`src/rtl/mem_access_ctrl.sv`:
```
// Load/store sequencer between the execute stage and a word-only data memory.
// Sub-word loads extract and extend a lane. Sub-word stores do a read-modify-write.
// Misaligned requests complete with an error and never reach the memory.
module mem_access_ctrl (
  input  logic        Clk,
  input  logic        Clr,
  input  logic        Req,
  output logic        Ready,
  input  logic [2:0]  Op,
  input  logic [31:0] Addr,
  input  logic [31:0] Wdata,
  output logic [31:0] Rdata,
  output logic        Done,
  output logic        Err,
  output logic [31:0] MemAddr,
  output logic [31:0] MemDin,
  output logic        MemWe,
  input  logic [31:0] MemDout
);

  localparam logic [2:0] OpLw  = 3'b000;
  localparam logic [2:0] OpLh  = 3'b001;
  localparam logic [2:0] OpLhu = 3'b010;
  localparam logic [2:0] OpLb  = 3'b011;
  localparam logic [2:0] OpLbu = 3'b100;
  localparam logic [2:0] OpSw  = 3'b101;
  localparam logic [2:0] OpSh  = 3'b110;
  localparam logic [2:0] OpSb  = 3'b111;

  typedef enum logic [1:0] {StIdle, StRead, StWrite, StResp} state_e;

  state_e      state_q, state_d;
  logic [2:0]  op_q;
  logic [31:0] addr_q, wdata_q, word_q, rdata_q;
  logic        err_q;
  logic        misaligned;
  logic [31:0] store_word;

  // Extract the addressed lane of a memory word and extend it for the given load op.
  function automatic logic [31:0] load_ext(input logic [2:0] op, input logic [1:0] lo,
                                           input logic [31:0] w);
    logic [15:0] half;
    logic [7:0]  byte_v;
    half = lo[1] ? w[31:16] : w[15:0];
    unique case (lo)
      2'd0:    byte_v = w[7:0];
      2'd1:    byte_v = w[15:8];
      2'd2:    byte_v = w[23:16];
      default: byte_v = w[31:24];
    endcase
    unique case (op)
      OpLh:    load_ext = {{16{half[15]}}, half};
      OpLhu:   load_ext = {16'h0000, half};
      OpLb:    load_ext = {{24{byte_v[7]}}, byte_v};
      OpLbu:   load_ext = {24'h000000, byte_v};
      default: load_ext = w;
    endcase
  endfunction

  // Alignment check on the incoming request: words need [1:0]==0, halves need [0]==0.
  always_comb begin
    misaligned = 1'b0;
    if ((Op == OpLw || Op == OpSw) && Addr[1:0] != 2'b00) misaligned = 1'b1;
    if ((Op == OpLh || Op == OpLhu || Op == OpSh) && Addr[0]) misaligned = 1'b1;
  end

  // State register; Clr abandons any access in flight.
  always_ff @(posedge Clk or posedge Clr) begin
    if (Clr) state_q <= StIdle;
    else     state_q <= state_d;
  end

  // Next-state decode.
  always_comb begin
    state_d = state_q;
    unique case (state_q)
      StIdle: begin
        if (Req) begin
          if (misaligned)      state_d = StResp;
          else if (Op == OpSw) state_d = StWrite;
          else                 state_d = StRead;
        end
      end
      StRead:  state_d = (op_q <= OpLbu) ? StResp : StWrite;
      StWrite: state_d = StResp;
      default: state_d = StIdle;
    endcase
  end

  // Request latch, read capture and load result register.
  always_ff @(posedge Clk or posedge Clr) begin
    if (Clr) begin
      op_q    <= OpLw;
      addr_q  <= '0;
      wdata_q <= '0;
      word_q  <= '0;
      err_q   <= 1'b0;
      rdata_q <= '0;
    end else begin
      if (state_q == StIdle && Req) begin
        op_q    <= Op;
        addr_q  <= Addr;
        wdata_q <= Wdata;
        err_q   <= misaligned;
      end
      if (state_q == StRead) begin
        word_q <= MemDout;
        // Loads go straight to RESP, so the result must be visible there.
        if (op_q <= OpLbu) rdata_q <= load_ext(op_q, addr_q[1:0], MemDout);
      end
    end
  end

  // Store data: full word for sw, otherwise the captured word with one lane replaced.
  always_comb begin
    store_word = word_q;
    if (op_q == OpSw) begin
      store_word = wdata_q;
    end else if (op_q == OpSh) begin
      if (addr_q[1]) store_word[31:16] = wdata_q[15:0];
      else           store_word[15:0]  = wdata_q[15:0];
    end else if (op_q == OpSb) begin
      unique case (addr_q[1:0])
        2'd0:    store_word[7:0]   = wdata_q[7:0];
        2'd1:    store_word[15:8]  = wdata_q[7:0];
        2'd2:    store_word[23:16] = wdata_q[7:0];
        default: store_word[31:24] = wdata_q[7:0];
      endcase
    end
  end

  // Output decode; MemWe follows state combinationally so Clr kills a pending write.
  always_comb begin
    Ready   = (state_q == StIdle);
    Done    = (state_q == StResp);
    Err     = (state_q == StResp) && err_q;
    MemWe   = (state_q == StWrite);
    MemAddr = {addr_q[31:2], 2'b00};
    MemDin  = (state_q == StWrite) ? store_word : '0;
    Rdata   = rdata_q;
  end

endmodule

```
`config.mk`:
```
export PLATFORM = sky130hd
export DESIGN_NAME = mem_access_ctrl
export DESIGN_NICKNAME = d
export VERILOG_FILES = /design/src/rtl/mem_access_ctrl.sv
export SDC_FILE = /design/constraint.sdc
export NUM_CORES = 1
export LEC_CHECK = 0
export CAP_MARGIN = 20
export CORE_ASPECT_RATIO = 1.1
export CORE_MARGIN = 3
export CORE_UTILIZATION = 52
export CTS_CLUSTER_SIZE = 8
export DETAILED_ROUTE_END_ITERATION = 10
export PLACE_DENSITY = 0.93
export SLEW_MARGIN = 20
export SYNTH_ARGS = -nofsm -noshare
export SYNTH_HDL_FRONTEND = slang
export SYNTH_SLANG_ARGS = --single-unit
```
`constraint.sdc`:
```
create_clock -name Clk -period 9.79 [get_ports Clk]
set_input_delay 1.958 -clock Clk [delete_from_list [all_inputs] [get_ports Clk]]
set_output_delay 1.958 -clock Clk [all_outputs]
set_load 0.02 [all_outputs]
```
[Yosys cells after proc, flatten, opt, wreduce, memory -nomap -nowiden]
Cells that the tools add are included.
Word-level totals
  word-level logic and storage cells: 58
  bits in registers: 134
  input port bits: 102
Operators by class
  reduce and logical (&&, ||, !) cells: 13
  mux-type cells: 20
  eq/ne operators: 17
  $lt $le $gt $ge: 1
Operators by type and width (number)
  two-way mux 32 bit: 4
  one-hot mux 32 bit (4 select lines): 1
  two-way mux 16 bit: 3
  two-way mux 8 bit: 4
  one-hot mux 8 bit (3 select lines): 1
  equality test 3 bit, second input constant: 6
  equality test 3 x 2 -> 1 bit, second input constant: 3
  equality test 2 bit, second input constant: 3
  equality test 3 x 1 -> 1 bit, second input constant: 2
  two-way mux 2 bit: 3
  one-hot mux 2 bit (3 select lines): 1
  equality test 2 x 1 -> 1 bit, second input constant: 2
  logical AND 1 bit: 4
  zero test 2 bit: 2
  less-or-equal comparator 3 bit, second input constant: 1
  zero test 3 bit: 1
  logical OR 1 bit: 3
  two-way mux 1 bit: 3
  OR reduction 3 bit: 1
  inequality test 2 bit, second input constant: 1
  AND reduction 2 bit: 1
  nonzero test 2 bit: 1

[Longest topological paths before layout]
Gate-level depths: netlist of the first run.
  depth in word-level cells: 8
  mapped depth: 8
  depth with buffers taken out: 6

[Least setup slack after synthesis of the first run]
No wires, ideal clock.
  kind: register to output
  start: register state_q[0]
  end: output MemDin[24]
  slack: 5.856 ns
  stages on the path, launching flop included: 8
  arrival time: 1.976 ns
  cells stage by stage: dfrtp_1 -> inv_1 -> ha_1 -> clkbuf_1 -> and2_1 -> clkbuf_1 -> o221ai_1 -> o21ai_0
On the way
  longest elaborated chain between the ends: 2
RTL lines
  start: declaration: line 32  | state_e state_q, state_d;
  start signal: assignment: line 69  | if (Clr) state_q <= StIdle;
  start signal: assignment: line 70  | else state_q <= state_d;
  equality test 2 bit
  net MemWe: line 17  | output logic MemWe,
  two-way mux 32 bit: line 139  | MemDin = (state_q == StWrite) ? store_word : '0;
  end: declaration: line 16  | output logic [31:0] MemDin,
The timed path passes the listed nets, and every way through them passes these cells.

[Final worst setup path of the first run]
  start: register op_q[2]
  end: output MemDin[30]
On the way
  longest elaborated chain between the ends: 5
  elaborated cells on any way between the ends: 7
  those cells by class: eq/ne: 3; mux: 4
RTL lines
  start: declaration: line 33  | logic [2:0] op_q;
  start signal: assignment: line 93  | op_q <= OpLw;
  start signal: assignment: line 101  | op_q <= Op;
  equality test 3 bit: line 122  | end else if (op_q == OpSb) begin
  two-way mux 32 bit: line 122
  two-way mux 32 bit: line 119  | end else if (op_q == OpSh) begin
  two-way mux 32 bit (*): line 117  | if (op_q == OpSw) begin
  two-way mux 32 bit (*): line 139
Every way passes the cells marked *; elsewhere a longest branch is shown, timed or not.

==> flow_metrics.py, run 1 <==
metrics = {
    "status": {
        "status": "finished clean",
    },
    "critical_path": {
        "cp_top_family": "simple AND/OR/NAND/NOR gates",
        "arrival_ns": 3.77,
        "path_class": "reg2out",
        "worstPathRequired_ns": 7.83,
        "crit_path_max_incr_delay_ns": 0.90,
        "reg2reg_slack_ns": 7.02,
        "start_kind": "flop",
        "crit_fanout": 26,
        "path_cells": "nand3b_1 > nor2_1 > nand2_1 > o21ai_0 > clkdlybuf4s50_1",
        "reg2reg_from": "addr_q[1]",
        "cp_slowest_cell": "dfrtp_1",
        "end_kind": "output port",
        "crit_buf_inv": 1,
        "r2r-end": "Rdata[27]",
        "r2r_cells": 5,
    },
    "power": {
        "ir_worst_vdd_mv": 0.230,
        "pwr_density_cell_mw_per_mm2": 381,
        "power_mw": 3.59,
        "p_leak_nw": 3.81,
    },
    "clocking": {
        "cts-buffers-inserted": 17,
        "h-tree-depth": 4,
        "root_buffer": "clkbuf_16",
        "clkSinkCount": 134,
        "tritoncts": "yes",
        "cts_resized": 0,
        "cts.reportedPaths.clkPinSlew_ns": 0.06,
        "post_cts_buffers": 0,
        "cts_buffer_depth": 2,
        "clk_latency_ns": 0.42,
        "cts_hold_buf": 0,
    },
    "floorplan": {
        "die_h_um": 127,
        "pin_count": 202,
        "initial_utilization_pct": 54.3,
        "die_width_um": 116,
        "core.rowCount": 43,
        "coreArea_sq_mm": 0.0129,
        "design.die.area_sq_mm": 0.0148,
    },
    "sta": {
        "hold_viol_final": 0,
        "slew_viol_final": 0,
        "fin_crit_sh_pct": 58.5,
        "fmax_mhz": 175,
        "whs_ns": 0.499,
        "layout_min_cycle_time_ns": 5.72,
        "worstMarginPinSlew_ns": 0.904,
        "rsz0062_at_grt": "false",
        "finClkSkew_ns": 0.00347,
        "setup_viol": 0,
        "fin_tns_setup_ns": 0,
        "slew_headroom_pct": 39.5,
    },
    "run": {
        "drv_cap": 0,
    },
    "logic_synthesis": {
        "synth_seq_cells": 134,
        "synthesis.area_sq_mm": 0.00698,
        "synthTopCellsByArea": "dfrtp_1 (48%), mux2_2 (18%), buf_4 (3.6%)",
        "synth_top_area_cell": "dfrtp_1",
        "ys_async_sr_fraction_pct": 100,
        "synth_ff_type": "dfrtp_1",
        "syn_area_per_cell_sq_um": 11.2,
        "yosysSeqAreaShare_pct": 48.1,
        "synth_top_area_share_pct": 48.1,
        "synth_edf_count": 0,
        "postSynthCellCount": 623,
        "yosys_warnings": 0,
        "yosys.cell_types.count": 52,
    },
    "global_routing": {
        "track_usage_pct": 29.2,
        "grt_pass1_wl_um": 32800,
        "overflow": 0,
        "antenna_found_initial": 0,
        "grt_max_degree": 84,
        "grt_pass1_vias": 5844,
    },
    "hold_path": {
        "holdPathEnd": "wdata_q[21]",
        "hold_path.class": "reg2reg",
        "hold_path_depth": 1,
        "worstHoldStart": "wdata_q[21]",
    },
    "finish": {
        "syn_to_final_growth_pct": 35.0,
        "fill_cells": 867,
        "antenna_cells": 0,
        "layout.nets": 883,
        "fin_util_pct": 73.3,
        "drive_above_1_share_pct": 21.6,
        "fin_cells": 947,
    },
    "place": {
        "dpl.cell_count": 915,
        "dp_hpwl_um": 15200,
        "gp_congestion": 0.917,
        "io_buffers": 199,
    },
    "routing": {
        "dr.pass1.iters": 5,
        "vias": 5722,
        "drt_wl_total_um": 21000,
        "postRouteAntennaNets": 0,
        "drc_errors": 0,
        "detail_route.iter0.violations": 528,
        "detail_route.wl_per_cell_um": 22.2,
        "viasPerCell": 6.04,
    },
}
## per-stage QoR
step	worst slack [ns]	instance area [sq um]
3_5_place_dp	4.64	8790
5_1_grt	3.84	9420
3_3_place_gp	4.81	8790
4_1_cts	4.15	9420
2_1_floorplan	4.25	6980
6_report	4.07	9420
## area by class of cell
class	count	area, sq um	share of cell area (%)
clock buffers	20	447	4.74
flip-flops and latches	134	3350	35.6
multi-input cells	410	3170	33.7
inverters	10	40.0	0.425
well taps	157	196	2.09
repair buffers	204	2030	21.6
clock inverters	12	178	1.89
## cell usage in the layout (no fill, tap or decap), types with 3 or more instances in the layout
| cell type | Yosys | final |
|---|---|---|
| nand2_1 | 42 | 41 |
| o21ai_0 | 44 | 44 |
| inv_1 | 9 | 8 |
| o2bb2ai_1 | 8 | 8 |
| mux2i_1 | 16 | 16 |
| nand2b_1 | 5 | 5 |
| clkdlybuf4s50_1 | 0 | 199 |
| ha_1 | 4 | 4 |
| clkbuf_16 | 0 | 17 |
| mux4_2 | 5 | 5 |
| clkinvlp_4 | 0 | 4 |
| dfrtp_1 | 134 | 134 |
| o221ai_1 | 9 | 9 |
| nor2b_1 | 10 | 10 |
| a21oi_1 | 44 | 44 |
| nor2_1 | 44 | 44 |
| mux4_1 | 3 | 3 |
| a21oi_2 | 10 | 10 |
| mux2_2 | 113 | 113 |
| bufinv_16 | 0 | 4 |
| o22ai_1 | 16 | 16 |
| buf_4 | 33 | 4 |
| nand3b_1 | 3 | 3 |
## cells by family after synthesis
kind of cell	synth area share, %
muxes	23.3
DFF	48.1
and+or+nand+nor	8.21
buffers and inverters	6.56
AOI/OAI and AO/OA	13.0
adders and majority gates	0.861
other	0.0538
## cell usage after synthesis (4+ instances only)
| cell type | instances |
|---|---|
| o2bb2ai_1 | 8 |
| nor2b_1 | 10 |
| mux2_2 | 113 |
| nand2_1 | 42 |
| inv_1 | 9 |
| ha_1 | 4 |
| nand2b_1 | 5 |
| buf_4 | 33 |
| mux2i_1 | 16 |
| buf_1 | 9 |
| o21ai_0 | 44 |
| clkbuf_1 | 14 |
| a21oi_2 | 10 |
| buf_2 | 12 |
| a21oi_1 | 44 |
| o22ai_1 | 16 |
| mux4_2 | 5 |
| o221ai_1 | 9 |
| nor2_1 | 44 |
| dfrtp_1 | 134 |
## layer usage
layer / global-route usage (%) / up-vias / wire, um
li1: - / 2512 / -
met1: 37.3 / 2805 / 8050
met2: 46.6 / 329 / 10100
met3: 7.06 / 76 / 1890
met4: 13.7 / 0 / 1020
met5: 0 / - / 0
## worst reg2reg max path: stages, from the launching register on
cell and delay (ns):
dfrtp_1 0.74, buf_4 0.39, mux4_2 0.37, nor3b_4 0.19
nor3_4 0.77, a21oi_1 0.15
## state kept, by name, indices dropped and copies added (netlist names)
name and cells:
err_q 1, op_q 3, wdata_q 32, Rdata 32
state_q 2, word_q 32, addr_q 32
## power by group
part	leakage [nW]	total (mW)	internal (mW)	switching, mW
clock	0.292	0.672	0.432	0.240
sequential	1.57	1.11	0.846	0.263
combinational	1.95	1.81	0.882	0.924
## worst max path at each step
| stage | from | endpoint | cells after the start |
|---|---|---|---|
| detailed placement | op_q[2] | MemDin[30] | 5 |
| finish | op_q[2] | MemDin[30] | 5 |
| floorplan | Clr | Rdata[0] | 1 |
| global placement | op_q[2] | MemDin[28] | 5 |
| global route | op_q[2] | MemDin[30] | 5 |
| CTS | op_q[2] | MemDin[30] | 5 |
(Power assumes the default switching activity.)
==> inputs of run 2 (changes only) <==
--- a/config.mk
+++ b/config.mk
@@ -8,10 +8,10 @@
 export CAP_MARGIN = 20
 export CORE_ASPECT_RATIO = 1.1
 export CORE_MARGIN = 3
-export CORE_UTILIZATION = 52
+export CORE_UTILIZATION = 44
 export CTS_CLUSTER_SIZE = 8
 export DETAILED_ROUTE_END_ITERATION = 10
-export PLACE_DENSITY = 0.93
+export PLACE_DENSITY = 0.85
 export SLEW_MARGIN = 20
 export SYNTH_ARGS = -nofsm -noshare
 export SYNTH_HDL_FRONTEND = slang
==> constraint.sdc (replaced) <==
create_clock -name Clk -period 5.08 [get_ports Clk]
set_input_delay 1.016 -clock Clk [delete_from_list [all_inputs] [get_ports Clk]]
set_output_delay 1.016 -clock Clk [all_outputs]
set_load 0.02 [all_outputs]
==> run 2 against run 1 <==
Effect of this change:
- sequential share of layout area is 0.26 points lower
- largest cell class unchanged
- highest routed layer unchanged
- total power grew 90%
- non-clock buffer count grew 5
- clock-buffer cell count rose by 1
- hold slack got worse by 0.0071 ns
- design area up 0.73%
- clock power increased by 89%
- clock skew hardly changed
- critical path type unchanged
- final cell count grew 4.6%
==> flow_metrics.py, run 2 (synthesis gave the netlist of run 1 again) <==
metrics = {
    "sta": {
        "fin_tns_setup_ns": 0,
        "hold_viol_final": 0,
        "fin_crit_sh_pct": 84.4,
        "finClkSkew_ns": 0.00390,
        "slew_headroom_pct": 40.7,
        "whs_ns": 0.492,
        "layout_min_cycle_time_ns": 4.29,
        "rsz0062_at_grt": "false",
        "worstMarginPinSlew_ns": 0.887,
        "setup_viol": 0,
        "slew_viol_final": 0,
        "fmax_mhz": 233,
    },
    "global_routing": {
        "track_usage_pct": 23.0,
        "antenna_found_initial": 0,
        "grt_pass1_vias": 5565,
        "use_met2_pct": 36.2,
        "overflow": 0,
        "grt_busiest_layer": "met2",
        "gr-usage-met1_pct": 29.8,
        "grt_pass1_wl_um": 31300,
        "grtUsageMet3_pct": 6.52,
        "grt_max_degree": 48,
    },
    "routing": {
        "drt_wl_total_um": 19900,
        "vias": 5476,
        "dr.pass1.iters": 4,
        "detail_route.iter0.violations": 391,
        "postRouteAntennaNets": 0,
        "detail_route.wl_per_cell_um": 20.1,
        "viasPerCell": 5.53,
        "drc_errors": 0,
    },
    "status": {
        "status": "finished clean",
    },
    "clocking": {
        "cts.reportedPaths.clkPinSlew_ns": 0.06,
        "cts-buffers-inserted": 17,
        "tritoncts": "yes",
        "h-tree-depth": 4,
        "cts_hold_buf": 0,
        "clkSinkCount": 134,
        "cts_buffer_depth": 2,
        "clk_latency_ns": 0.42,
        "root_buffer": "clkbuf_16",
        "post_cts_buffers": 0,
        "cts_resized": 0,
    },
    "finish": {
        "drive_above_1_share_pct": 22.1,
        "antenna_cells": 0,
        "layout_commonest_cell": "clkdlybuf4s50_1",
        "final_cell_mix": "clkdlybuf4s50_1 (199), dfrtp_1 (134), mux2_2 (113)",
        "layout.nets": 888,
        "syn_to_final_growth_pct": 36.0,
        "fill_cells": 1217,
        "fin_util_pct": 62.1,
        "final_cell_area_sq_mm": 0.00949,
    },
    "critical_path": {
        "end_kind": "output port",
        "arrival_ns": 3.27,
        "start_kind": "flop",
        "crit_path_max_incr_delay_ns": 0.89,
        "crit_fanout": 23,
        "crit_buf_inv": 2,
        "path_class": "reg2out",
        "worstPathRequired_ns": 4.06,
        "reg2reg_slack_ns": 2.37,
        "cp_top_family": "buffers and inverters",
        "cp_slowest_cell": "dfrtp_1",
        "path_cells": "buf_4 > nand2_1 > a21oi_1 > nor2_1 > o21ai_0 > clkdlybuf4s50_1",
    },
    "place": {
        "io_buffers": 199,
        "placed_cell_area_sq_mm": 0.00888,
        "gp_congestion": 0.911,
        "dp_hpwl_um": 14300,
    },
    "floorplan": {
        "die_h_um": 138,
        "die_width_um": 126,
        "pin_count": 202,
        "coreArea_sq_mm": 0.0153,
        "initial_utilization_pct": 45.6,
        "core.rowCount": 47,
        "design.die.area_sq_mm": 0.0174,
    },
    "run": {
        "drv_cap": 0,
    },
    "hold_path": {
        "hold_path.class": "reg2reg",
    },
    "power": {
        "pwr_density_cell_mw_per_mm2": 718,
        "p_leak_nw": 3.82,
        "ir_worst_vdd_mv": 0.313,
    },
}
==> run 2: cell types whose count changed in the layout (fill, tap and decap cells not counted) <==
cell       before  now
inv_6           0    3
clkinv_4        2    0
clkbuf_8        1    2
buf_6           1    0
buf_4           4   10
inv_4           1    0
bufinv_16       4    3
==> run 2: metrics by stage <==
step	std cells	setup slack [ns]	power [mW]
after floorplan	624	0.481	4.40
after global placement	959	1.33	5.47
after detailed placement	959	1.28	5.55
after CTS	991	0.805	6.85
after global routing	991	0.577	7.23
final	991	0.791	6.82
==> run 2: cell type report <==
cell class                      instances  area, sq um  share of cell area (%)
Inverter                               10         42.5                   0.448
Clock buffer                           21          460                    4.85
Multi-Input combinational cell        410         3170                    33.4
Tap cell                              196          245                    2.58
Sequential cell                       134         3350                    35.3
Timing Repair Buffer                  209         2070                    21.8
Clock inverter                         11          148                    1.56
==> run 2: report_power, final <==
group,total [mW],internal (mW),switching (mW)
Clock,1.27,0.799,0.468
Combinational,3.42,1.71,1.71
Sequential,2.13,1.63,0.503
==> run 2: metal layers <==
metal,routed length [um],vias to the layer above
met5,0,-
met4,663,0
met3,1550,41
met2,9550,262
met1,8170,2653
li1,-,2520
==> run 2: worst paths after layout <==
path	start	end	depth (start not counted)
hold reg to reg	err_q	err_q	2
setup reg to reg	addr_q[0]	Rdata[30]	4
min in group asynchronous	Clr	wdata_q[30]	2
setup / recovery	addr_q[1]	MemDin[27]	6
max in group asynchronous	Clr	Rdata[20]	3
hold / removal	err_q	err_q	2
==> run 2: worst register-to-register path: stages (launching register included) <==
cell and delay, ns:
dfrtp_1 0.81, mux4_2 0.63, nor3b_4 0.19, nor3_4 0.76, a21oi_1 0.17
